--- src/rtl/jt49_eg_mc_pkg.sv ---
// Shared definitions for the multi-channel AY-3-8910 style envelope generator:
// shape-control bit positions and the end-of-ramp decision terms.
package jt49_eg_mc_pkg;

    localparam int EG_CONT = 3;
    localparam int EG_ATT  = 2;
    localparam int EG_ALT  = 1;
    localparam int EG_HOLD = 0;

    typedef logic [3:0] eg_ctrl_t;

    // At the bottom of a ramp: freeze the channel instead of wrapping?
    function automatic logic eg_will_hold(input eg_ctrl_t ctrl);
        return !ctrl[EG_CONT] || ctrl[EG_HOLD];
    endfunction

    // At the bottom of a ramp: flip the output polarity?
    function automatic logic eg_toggle(input eg_ctrl_t ctrl);
        return (!ctrl[EG_CONT] && ctrl[EG_ATT]) || (ctrl[EG_CONT] && ctrl[EG_ALT]);
    endfunction

endpackage

--- src/rtl/jt49_eg_ch.sv ---
// One envelope channel: step-period counter plus gain/invert/stop state.
// Outputs show the state as it was before the current cen update.
module jt49_eg_ch
    import jt49_eg_mc_pkg::*;
#(
    parameter int GW = 5,
    parameter int PW = 16
) (
    input  logic          clk,
    input  logic          rst_n,
    input  logic          cen,
    input  logic          restart,
    input  logic [3:0]    ctrl,
    input  logic [PW-1:0] period,
    output logic [GW-1:0] env,
    output logic          active
);

    localparam logic [GW-1:0] GAIN_MAX = '1;

    logic [PW-1:0] cnt;
    logic [GW-1:0] gain;
    logic          inv;
    logic          stop;

    logic [PW-1:0] per_eff;
    logic [PW:0]   cnt_inc;
    logic          step;

    // A period of 0 behaves like 1; >= lets a shrunk period fire immediately.
    assign per_eff = (period == '0) ? PW'(1) : period;
    assign cnt_inc = {1'b0, cnt} + 1'b1;
    assign step    = cnt_inc >= {1'b0, per_eff};

    always_ff @(posedge clk) begin
        if (!rst_n) begin
            cnt    <= '0;
            gain   <= GAIN_MAX;
            inv    <= 1'b0;
            stop   <= 1'b0;
            env    <= '0;
            active <= 1'b0;
        end else if (cen) begin
            env    <= inv ? ~gain : gain;
            active <= !stop;
            if (restart) begin
                cnt  <= '0;
                gain <= GAIN_MAX;
                inv  <= ctrl[EG_ATT];
                stop <= 1'b0;
            end else begin
                cnt <= step ? '0 : cnt + 1'b1;
                if (step && !stop) begin
                    if (gain != '0) begin
                        gain <= gain - 1'b1;
                    end else begin
                        // Bottom of the ramp: shape bits are read only here.
                        if (eg_will_hold(ctrl)) stop <= 1'b1;
                        else                    gain <= GAIN_MAX;
                        if (eg_toggle(ctrl)) inv <= ~inv;
                    end
                end
            end
        end
    end

endmodule

--- src/rtl/jt49_eg_mc.sv ---
// Multi-channel envelope generator: CH independent channels sliced out of
// packed per-channel buses; no logic is shared between channels.
module jt49_eg_mc #(
    parameter int CH = 3,
    parameter int GW = 5,
    parameter int PW = 16
) (
    input  logic             clk,
    input  logic             rst_n,
    input  logic             cen,
    input  logic [CH-1:0]    restart,
    input  logic [4*CH-1:0]  ctrl,
    input  logic [PW*CH-1:0] period,
    output logic [GW*CH-1:0] env,
    output logic [CH-1:0]    active
);

    for (genvar i = 0; i < CH; i++) begin : g_ch
        jt49_eg_ch #(
            .GW(GW),
            .PW(PW)
        ) u_ch (
            .clk    (clk),
            .rst_n  (rst_n),
            .cen    (cen),
            .restart(restart[i]),
            .ctrl   (ctrl[4*i +: 4]),
            .period (period[PW*i +: PW]),
            .env    (env[GW*i +: GW]),
            .active (active[i])
        );
    end

endmodule

--- config.mk ---
export PLATFORM = sky130hd
export DESIGN_NAME = jt49_eg_mc
export DESIGN_NICKNAME = d
export VERILOG_FILES = /design/src/rtl/jt49_eg_mc_pkg.sv /design/src/rtl/jt49_eg_ch.sv /design/src/rtl/jt49_eg_mc.sv
export SDC_FILE = /design/constraint.sdc
export NUM_CORES = 1
export LEC_CHECK = 0
export CORE_MARGIN = 2
export CORE_UTILIZATION = 50
export DETAILED_ROUTE_END_ITERATION = 10
export PLACE_DENSITY = 0.78
export SLEW_MARGIN = 20
export SYNTH_ARGS = -nofsm -noshare
export SYNTH_HDL_FRONTEND = slang
export SYNTH_SLANG_ARGS = --single-unit
export TNS_END_PERCENT = 20
--- constraint.sdc ---
create_clock -name clk -period 3.2 [get_ports clk]
set_clock_uncertainty 0.1 [all_clocks]
set_input_delay 0.32 -clock clk [delete_from_list [all_inputs] [get_ports clk]]
set_output_delay 0.32 -clock clk [all_outputs]
set_load 0.03 [all_outputs]
Word-level counts from Yosys, hierarchy flattened
Cells that the tools add are included.
Storage, ports and cells
  register bits: 87
  bits in latches: 0
  bits in writable memories: 0
  memory bits (read-only): 0
  input port bits: 66
  memories kept: 0
Cells by class
  add/sub/neg operators: 9
  $mul: 0
  divide/modulo/power cells: 0
  $lt $le $gt $ge: 3
  equality and inequality tests: 6
  shift-type cells: 0
  multiplexer cells: 48
  bitwise operators: 6
  reductions and logical operators: 45
Operator list (number)
  two-way mux 16 bit: 9
  two-way mux 5 bit: 15
  adder 16 x 1 -> 17 bit, second input constant: 3
  greater-or-equal comparator 17 x 16 -> 1 bit: 3
  adder 16 x 1 -> 16 bit, second input constant: 3
  zero test 16 bit: 3
  two-way mux 1 bit: 24
  AND reduction 4 bit: 6
  nonzero test 2 bit: 9
  NOT 5 bit: 3
  nonzero test 5 bit: 3
  subtractor 5 x 1 -> 5 bit, second input constant: 3
  logical AND 1 bit: 9
  inequality test 3 x 2 -> 1 bit, second input constant: 3
  AND reduction 3 bit: 3
  zero test 1 bit: 6
  logical OR 1 bit: 6
  inequality test 2 bit, second input constant: 3
  NOT 1 bit: 3

Logic depth before layout (Yosys ltp)
Gate-level depths: netlist of the first run.
  depth in word-level cells: 7
  mapped depth: 15

Hierarchy
From an unflattened synthesis of the first run, not the netlist that was laid out.
Unflattened totals
  cells, all modules: 833
  area, all modules: 6618.8 µm²
Modules (own cells, without submodules)
  jt49_eg_ch at g_ch[0].u_ch ...: times used 2, cells each 286, area an instance 2257.2 µm², sequential area each 580.6 µm²
  jt49_eg_ch at g_ch[1].u_ch: times used 1, cells each 261, area an instance 2104.5 µm², sequential area each 580.6 µm²

Worst setup path before layout of the first run
No wires, ideal clock.
  path type: reg2reg
  from: reg g_ch[0].u_ch.cnt[0]
  to: reg g_ch[0].u_ch.cnt[14]
  setup time: 70 ps
  arrival: 3194 ps
  data required time: 3030 ps
  path slack: -164 ps
  cell stages (with the launch flop): 15
  path buffers: 1
  period minus slack after synthesis: 3364 ps
  cell sequence: dfxtp_1 -> ha_1 -> nand3_1 -> nor3_1 -> and3_1 -> xor2_1 -> ha_1 -> a21o_1 -> a21o_1 -> a211o_1 -> a211o_2 -> nor2_2 -> buf_2 -> nand3_1 -> a21oi_1
Between the ends
  cells in the longest elaborated chain, start to end: 4
  elaborated cells on any way between the ends: 5
  classes of those cells: 2 x add/sub; 1 x order compare; 2 x mux
RTL lines
  start, declared: RTL line jt49_eg_ch.sv:21  | logic [PW-1:0] cnt;
  start signal, assigned: RTL line jt49_eg_ch.sv:52  | cnt <= step ? '0 : cnt + 1'b1;
  adder 16 x 1 -> 17 bit: RTL line jt49_eg_ch.sv:32  | assign cnt_inc = {1'b0, cnt} + 1'b1;
  greater-or-equal comparator 17 x 16 -> 1 bit: RTL line jt49_eg_ch.sv:33  | assign step = cnt_inc >= {1'b0, per_eff};
  two-way mux 16 bit *: RTL line jt49_eg_ch.sv:52
  two-way mux 16 bit *: RTL line jt49_eg_ch.sv:46  | if (restart) begin
Every way passes the cells marked *; elsewhere a longest branch is shown, timed or not.
A chain may end at the register's enable or synchronous reset.

Final worst setup path of the first run
  from: reg g_ch[0].u_ch.cnt[1]
  to: reg g_ch[0].u_ch.cnt[0]
Between the ends
  cells in the longest elaborated chain, start to end: 4
RTL lines (RTL line)
  adder 16 x 1 -> 17 bit: jt49_eg_ch.sv:32
  greater-or-equal comparator 17 x 16 -> 1 bit: jt49_eg_ch.sv:33
  two-way mux 16 bit: jt49_eg_ch.sv:52
  two-way mux 16 bit: jt49_eg_ch.sv:46
No other way between the ends.

==> results of run 1 <==
-- tightest hold or removal path: cells and delay by family, from the launching register on --
family	cells	cell delay [ps]
simple gates	1	80
compound gates	1	50
flops	1	310
-- per-layer routing --
layer | up-vias | global-route usage [%] | routed length (um)
met5 | - | 0 | 0
met2 | 191 | 47.55 | 8791
met4 | 0 | 9.268 | 438
met1 | 2854 | 28.12 | 6847
met3 | 37 | 2.625 | 649
li1 | 2911 | - | -
-- where the power goes --
group          total, W  switching [W]  internal, W
Sequential      0.00113      0.0000212      0.00111
Combinational  0.000395       0.000209     0.000186
Clock           0.00104       0.000433     0.000607
Total           0.00256       0.000663      0.00190
-- flip-flops by register name, indices dropped and copies added, names as in the netlist --
register	cells
g_ch.u_ch.cnt	48
g_ch.u_ch.gain	15
g_ch.u_ch.active	3
g_ch.u_ch.stop	3
g_ch.u_ch.env	15
g_ch.u_ch.inv	3
-- area by class of cell --
cell class              instances  area (um2)  share of cell area, %
multi-input cells             544        4204                  51.83
clock buffers                  11       232.7                  2.869
repair buffers                159        1436                  17.71
inverters                      64       240.2                  2.962
clock inverters                 5       57.56                 0.7095
well taps                     143       178.9                  2.206
flip-flops and latches         87        1762                  21.72
-- cell families after synthesis --
| family | Yosys count | synth area share, % |
|---|---|---|
| buffers and inverters | 104 | 7.331 |
| AND/OR/NAND/NOR | 276 | 24.33 |
| multiplexers | 6 | 1.032 |
| XOR/XNOR | 56 | 8.258 |
| AO/OA/AOI/OAI | 152 | 18.35 |
| adder cells (fa/ha/maj) | 54 | 11.38 |
| flip-flops | 87 | 29.32 |
-- final timing paths --
check,from,endpoint,slack (ps),cells past startpoint
worst min register to register,g_ch[2].u_ch.env[1],g_ch[2].u_ch.env[1],380,2
worst min-delay path,g_ch[2].u_ch.env[1],g_ch[2].u_ch.env[1],380,2
worst max-delay path,g_ch[0].u_ch.cnt[1],g_ch[0].u_ch.cnt[0],-100,12
worst max register to register,g_ch[0].u_ch.cnt[1],g_ch[0].u_ch.cnt[0],-100,12
-- what timing repair did --
action	CTS	global route
endpoints found under the setup margin	34	67
pin swaps	17	42
endpoints found under the hold margin	0	0
resized for setup	22	78
setup buffers	3	6
gates cloned	0	1
-- metrics by stage --
step	utilization [%]	instances	cell area (um2)	worst slack [ps]	hold slack [ps]
2_1_floorplan	-	735	5959	-22.43	341.9
3_3_place_gp	63.28	987	7287	-104.1	352.6
5_1_grt	70.44	1013	8112	-242.6	398.0
3_5_place_dp	63.28	987	7287	-248.0	365.6
4_1_cts	66.88	1006	7702	-65.07	365.2
6_report	70.44	1013	8112	-97.24	384.0
-- cells in the final DEF, fill, tap and decap left out, types with 9 or more instances in the layout --
cell type and n:
clkdlybuf4s50_1 82, dfxtp_1 73, buf_4 70, inv_1 63, nand2_1 59, nand3_1 49, ha_1 48, nor2_1 47
a21oi_1 42, xnor2_1 32, a211oi_1 20, nor3_1 17, a32o_1 14, nand4_1 13, nor4_1 13, dfxtp_2 13
xor2_1 12, o21ai_0 9, clkbuf_16 9
==> results.md, run 1 <==
* Status: complete, but fails checks
* Failing checks: design-rule violations, negative setup slack
* Final setup vio count at 16
* Global-route usage over all layers at 24.77%
* Share of the synthesized area in the top cell type at 29.32%
* Pre-Repair DR Iteration Count at 8
* Fmax achieved at just over 300 MHz
* TritonCTS Sinks at 87
* Clk slew on worst S/H paths at ~60 ps
* Max-cap violations at 0
* Mean post-synth cell area at 8.081 um2
* Worst setup SP type: flip-flop
* First DRT Iteration DRCs at 415
* H-tree depth at 3
* Post-synth EDFFs at 0
* Final nets at 985
* Area grow syn2layout at 36.57%
* Synth cell types at 75
* Register area share after synthesis at 29.32%
* Total power at approximately 0.0026 W
* Worst skew pair latency at ~340 ps
* Final period util at 103.0%
* I/O pins at 84
* Synth Register Bits at 87
* Worst Hold Class: flip-flop to flip-flop
* Ys async rst share at 0%
* Power density over cell area at between 300 and 400 nW/um2
* Remaining antenna violation count at 0
* Vias in the first global route at 5902
* WP data arrival at 3460 ps
* Maximum root-to-sink buffer count at 2
* Root Buffer: clkbuf_16
* Final count of hold timing violations at 0
* Pin count of the biggest net entering global routing at 82
* Peak VDD IR at about 0.00023 V
* Setup TNS at -556.1 ps
* Initial antenna violation count at 0
* Worst-margin pin slew at 473.2 ps
* Ranking of synthesized cells by instance count: dfxtp_1, inv_1, nand2_1
* # rows at 39
* Initial core utilization at 51.58%
* CP max-delay cell: or4_1
* Buf/Inv on CP at 2
* Layout cell share with drive strength beyond 1 at 21.95%
* Core ar. at 11520 um2
* CP endpoint kind: flip-flop
* Top cell type by total area after synthesis: dfxtp_1
* Port Buffer Count at 83
* Synth top area cells: dfxtp_1, ha_1, xnor2_1
* GPL Wtd Cong at 0.9224
* HPWL after DPL at 11.79 mm
* Cts bufs inserted at 9
* Max incr delay on CP at 430 ps
* First-pass GRT wire length at approximately 26 mm
* Die area at 12770 um2
* Mapped Nets at 855
* CP top delay family: compound AO/OA/AOI/OAI gates
* YS warnings at 0
* Setup ws final at -97.24 ps
* Post-Synthesis Cell Area at 5939 um2
* Post-synth top flop: dfxtp_1
* Avg WL per Cell at 16.51 um
* Antenna fix cells at 0
* Post-Synthesis Cells at 735
* Gr ovfl total at 0
* Layout fillers at 841
* Count leader, synth: dfxtp_1
* DRT Wirelength at between 15 and 20 mm
* Slew Viols, Final at 0
* Slew HR at between 60% and 70%
* Highest net fanout along the worst path at 6
* Detailed-route DRC error count at 6
* Crit-path cells: nand4_1 -> buf_4 -> buf_4 -> nor2_1 -> xor2_1 -> ha_1 -> nand4_1 -> nor3_1 -> a2111o_1 -> a211o_4 -> or4_1 -> a21oi_1
* Kind of critical path: flip-flop to flip-flop
* Via/cell ratio at between 5 and 6
* Die W at 113.0 um
* Min Tclk post-route at around 3300 ps
* Leak at 3.540 nW
* Die H at 113.0 um
* RSZ-0062 raised after global routing: yes
* Hold-fix buffers at CTS at 0
* CP required at 3360 ps
* Via count at 5993
* TritonCTS clock tree: done
Power figures use the tool's default switching activity.
==> inputs of run 2 (changes only) <==
--- a/config.mk
+++ b/config.mk
@@ -8,6 +8,7 @@
 export CORE_MARGIN = 2
 export CORE_UTILIZATION = 50
 export DETAILED_ROUTE_END_ITERATION = 10
+export MAX_ROUTING_LAYER = met4
 export PLACE_DENSITY = 0.78
 export SLEW_MARGIN = 20
 export SYNTH_ARGS = -nofsm -noshare
==> run 2 against run 1 <==
Combinational power is essentially flat. Die area is the same. Count of clock-buffer cells in the layout shrank 2. Largest power group is now the clock network. Largest cell class unchanged. Global-route usage grew 1.3 points. Hold slack gained 4.4 ps. Core utilization grew 0.11 points. Highest routed layer unchanged. The run still ends with design-rule violations, negative setup slack left. Via count grew 0.97%. Sequential power is essentially flat. Sequential share of layout area shrank 0.064 points. Final cell count grew 0.59%. Clock power grew 12%.
==> results.md, run 2 (synthesized netlist as in run 1, its figures left out) <==
* Status: complete, but fails checks
* Failing checks: design-rule violations, negative setup slack
* Slew HR at 44.32% (-24 points)
* CP endpoint kind: flip-flop
* Global routing's busiest layer: met2
* Layout cell share with drive strength beyond 1 at 23.29% (+1.3 points)
* Global-route usage over all layers at 26.05% (+1.3 points)
* Root Buffer: clkbuf_16
* HPWL after DPL at 11.61 mm (-1.6%)
* Clk pwr share at 43.3% (+2.7 points)
* Number of cells on the critical path at 14 (+2)
* # rows at 39 (unchanged)
* Detailed-route DRC error count at 6 (unchanged)
* TritonCTS Sinks at 87 (unchanged)
* CP top delay family: compound AO/OA/AOI/OAI gates
* Launch point of the worst path: g_ch[0].u_ch.cnt[4]
* Max reg flops at 48 (unchanged)
* Worst skew pair latency at 340 ps (about the same)
* Cell mode on critical path: a21o_1
* CP max-delay cell: dfxtp_2
* Flop pwr share at 42.0% (-2.0 points)
* Cts bufs inserted at 9 (unchanged)
* Area of the multi-input gates at 4134 um2 (-1.7%)
* H-tree depth at 3 (unchanged)
* Power density over cell area at 330.2 nW/um2 (+4.5%)
* Slew Viols, Final at 0 (unchanged)
* Maximum root-to-sink buffer count at 2 (unchanged)
* WP data arrival at 3590 ps (+130 ps)
* Remaining antenna violation count at 0 (unchanged)
* Port Buffer Count at 83 (unchanged)
* Met3 Use GR at 2.946% (+0.32 points)
* Peak VDD IR at 0.0002563 V (+13%)
* Die H at 113.0 um (unchanged)
* R2r startpoint: g_ch[0].u_ch.cnt[4]
* Largest Register: g_ch.u_ch.cnt
* DRT Wirelength at 17.15 mm (+2.5%)
* Clk slew on worst S/H paths at 70 ps (about the same)
* Vias in the first global route at 5931 (+0.49%)
* CP required at 3370 ps (about the same)
* Kind of critical path: flip-flop to flip-flop
* GPL Wtd Cong at 0.9700 (+5.2%)
* Switch share at 25.90% (about the same)
* Post-DP Area at 7237 um2 (-0.69%)
* Register Area at 1759 um2 (-0.14%)
* Die W at 113.0 um (unchanged)
* Cell depth of the worst flop-to-flop path at 14 (+2)
* Final Core Density at 70.55% (+0.11 points)
* Highest net fanout along the worst path at 8 (+2)
* Crit-path cells: nand4_1 -> buf_4 -> nor3_4 -> and3_4 -> xor2_2 -> ha_1 -> a21o_1 -> a21o_1 -> a211o_1 -> a211o_4 -> nor2_4 -> buf_12 -> nand3_1 -> a21oi_2
* Slack of the worst reg-to-reg path at -220 ps (-120 ps)
* GR Layer Usage met1 at 29.75% (+1.6 points)
* Met2 Use GR at 46.87% (-0.68 points)
* RSZ-0062 raised after global routing: yes
* Pin count of the biggest net entering global routing at 82 (unchanged)
* Area grow syn2layout at 36.78%
* Largest regs: g_ch.u_ch.cnt (48), g_ch.u_ch.env (15), g_ch.u_ch.gain (15)
* Gr ovfl total at 0 (unchanged)
* Final instance area at 8124 um2 (+0.15%)
* Max incr delay on CP at 330 ps (-100 ps)
* Initial core utilization at 51.58% (unchanged)
* Worst reg2reg path endpoint: g_ch[0].u_ch.cnt[10]
* Setup ws final at -217.5 ps (-120.2 ps)
* Leak at 3.578 nW (+1.1%)
* Initial antenna violation count at 0 (unchanged)
* Max-cap violations at 0 (unchanged)
* Comb power frac at 14.7% (-0.7 points)
* Layout fillers at 824 (-2.0%)
* Commonest cells after routing, fill and taps aside: clkdlybuf4s50_1, buf_4, dfxtp_1
* Fmax achieved at 292.6 MHz (-3.5%)
* NetSw at 0.0006946 W (+4.8%)
* Final period util at 106.8% (+3.8 points)
* Timing endpoint of the critical path: g_ch[0].u_ch.cnt[10]
* I/O pins at 84 (unchanged)
* TritonCTS clock tree: done
* Pre-Repair DR Iteration Count at 8 (unchanged)
* Worst-margin pin slew at 835.2 ps (+362.0 ps)
* Worst Hold Class: flip-flop to flip-flop
* Antenna fix cells at 0 (unchanged)
* Worst setup SP type: flip-flop
* Most common cell after layout, fill and taps aside: clkdlybuf4s50_1
* Final setup vio count at 43 (+27)
* Buf/Inv on CP at 2 (unchanged)
* Hold-fix buffers at CTS at 0 (unchanged)
* Die area at 12770 um2 (unchanged)
* Total power at 0.002682 W (+4.7%)
* Min Tclk post-route at 3417 ps (+120.2 ps)
* First-pass GRT wire length at 26.74 mm (+1.9%)
* Via/cell ratio at 5.938 (+0.37%)
* Core ar. at 11520 um2 (unchanged)
* Final nets at 991 (+0.61%)
* First DRT Iteration DRCs at 484 (+17%)
* Via count at 6051 (+0.97%)
* Avg WL per Cell at 16.83 um (+1.9%)
* Internal power at 0.001988 W (+4.6%)
* Final count of hold timing violations at 0 (unchanged)
-- run 2: repair_timing --
action                                  in CTS  in global routing
endpoints found under the setup margin      30                 69
pin swaps                                    7                 31
buffers inserted                            12                  7
resized for setup                           18                 78
hold endpoints to repair                     0                  0
gates cloned                                 0                  2
-- run 2: stage by stage --
step / worst slack (ps) / instances / TNS [ps] / hold slack (ps)
floorplan: -22.43 / 735 / -122.0 / 341.9
global placement: -105.3 / 982 / -177.3 / 352.7
detailed placement: -159.6 / 982 / -1238 / 377.8
CTS: -60.38 / 1010 / -753.1 / 390.7
global route: -307.2 / 1019 / -10230 / 410.9
finish: -217.5 / 1019 / -4867 / 388.4
-- run 2: worst min path at each step --
stage / startpoint / to / slack, ps / depth (start not counted)
after floorplan: g_ch[1].u_ch.cnt[15] / g_ch[1].u_ch.cnt[15] / 340 / 1
after global placement: g_ch[1].u_ch.cnt[15] / g_ch[1].u_ch.cnt[15] / 350 / 1
after detailed placement: g_ch[1].u_ch.cnt[15] / g_ch[1].u_ch.cnt[15] / 380 / 1
after CTS: g_ch[0].u_ch.env[1] / g_ch[0].u_ch.env[1] / 390 / 2
after global routing: g_ch[0].u_ch.env[3] / g_ch[0].u_ch.env[3] / 410 / 2
final: g_ch[1].u_ch.active / g_ch[1].u_ch.active / 390 / 2
-- run 2: layout make-up --
class | count | share of cell area (%)
multi-input combinational | 544 | 50.89
sequential | 87 | 21.65
timing repair buffer | 165 | 18.27
inverter | 64 | 2.957
clock buffer | 9 | 2.772
tap | 143 | 2.202
clock inverter | 7 | 1.263
-- run 2: per-layer routing --
metal / part of all wire, % / vias up
met4: 2.8 / 0
met5: 0 / -
met2: 52 / 208
met1: 41 / 2876
met3: 4.5 / 47
li1: - / 2920
-- run 2: power by group through the flow --
stage,Combinational (W),Clock (W),Sequential (W)
final,0.000393,0.00116,0.00113
after CTS,0.000372,0.00117,0.00113
after floorplan,0.000166,0,0.00118
after global routing,0.000424,0.00121,0.00113
after global placement,0.000356,0,0.00115
after detailed placement,0.000368,0,0.00115
-- run 2: tightest hold or removal path, cell delays in order (launching register included) --
cell and delay [ps]:
dfxtp_1 320, nor2_1 80, a211oi_1 40
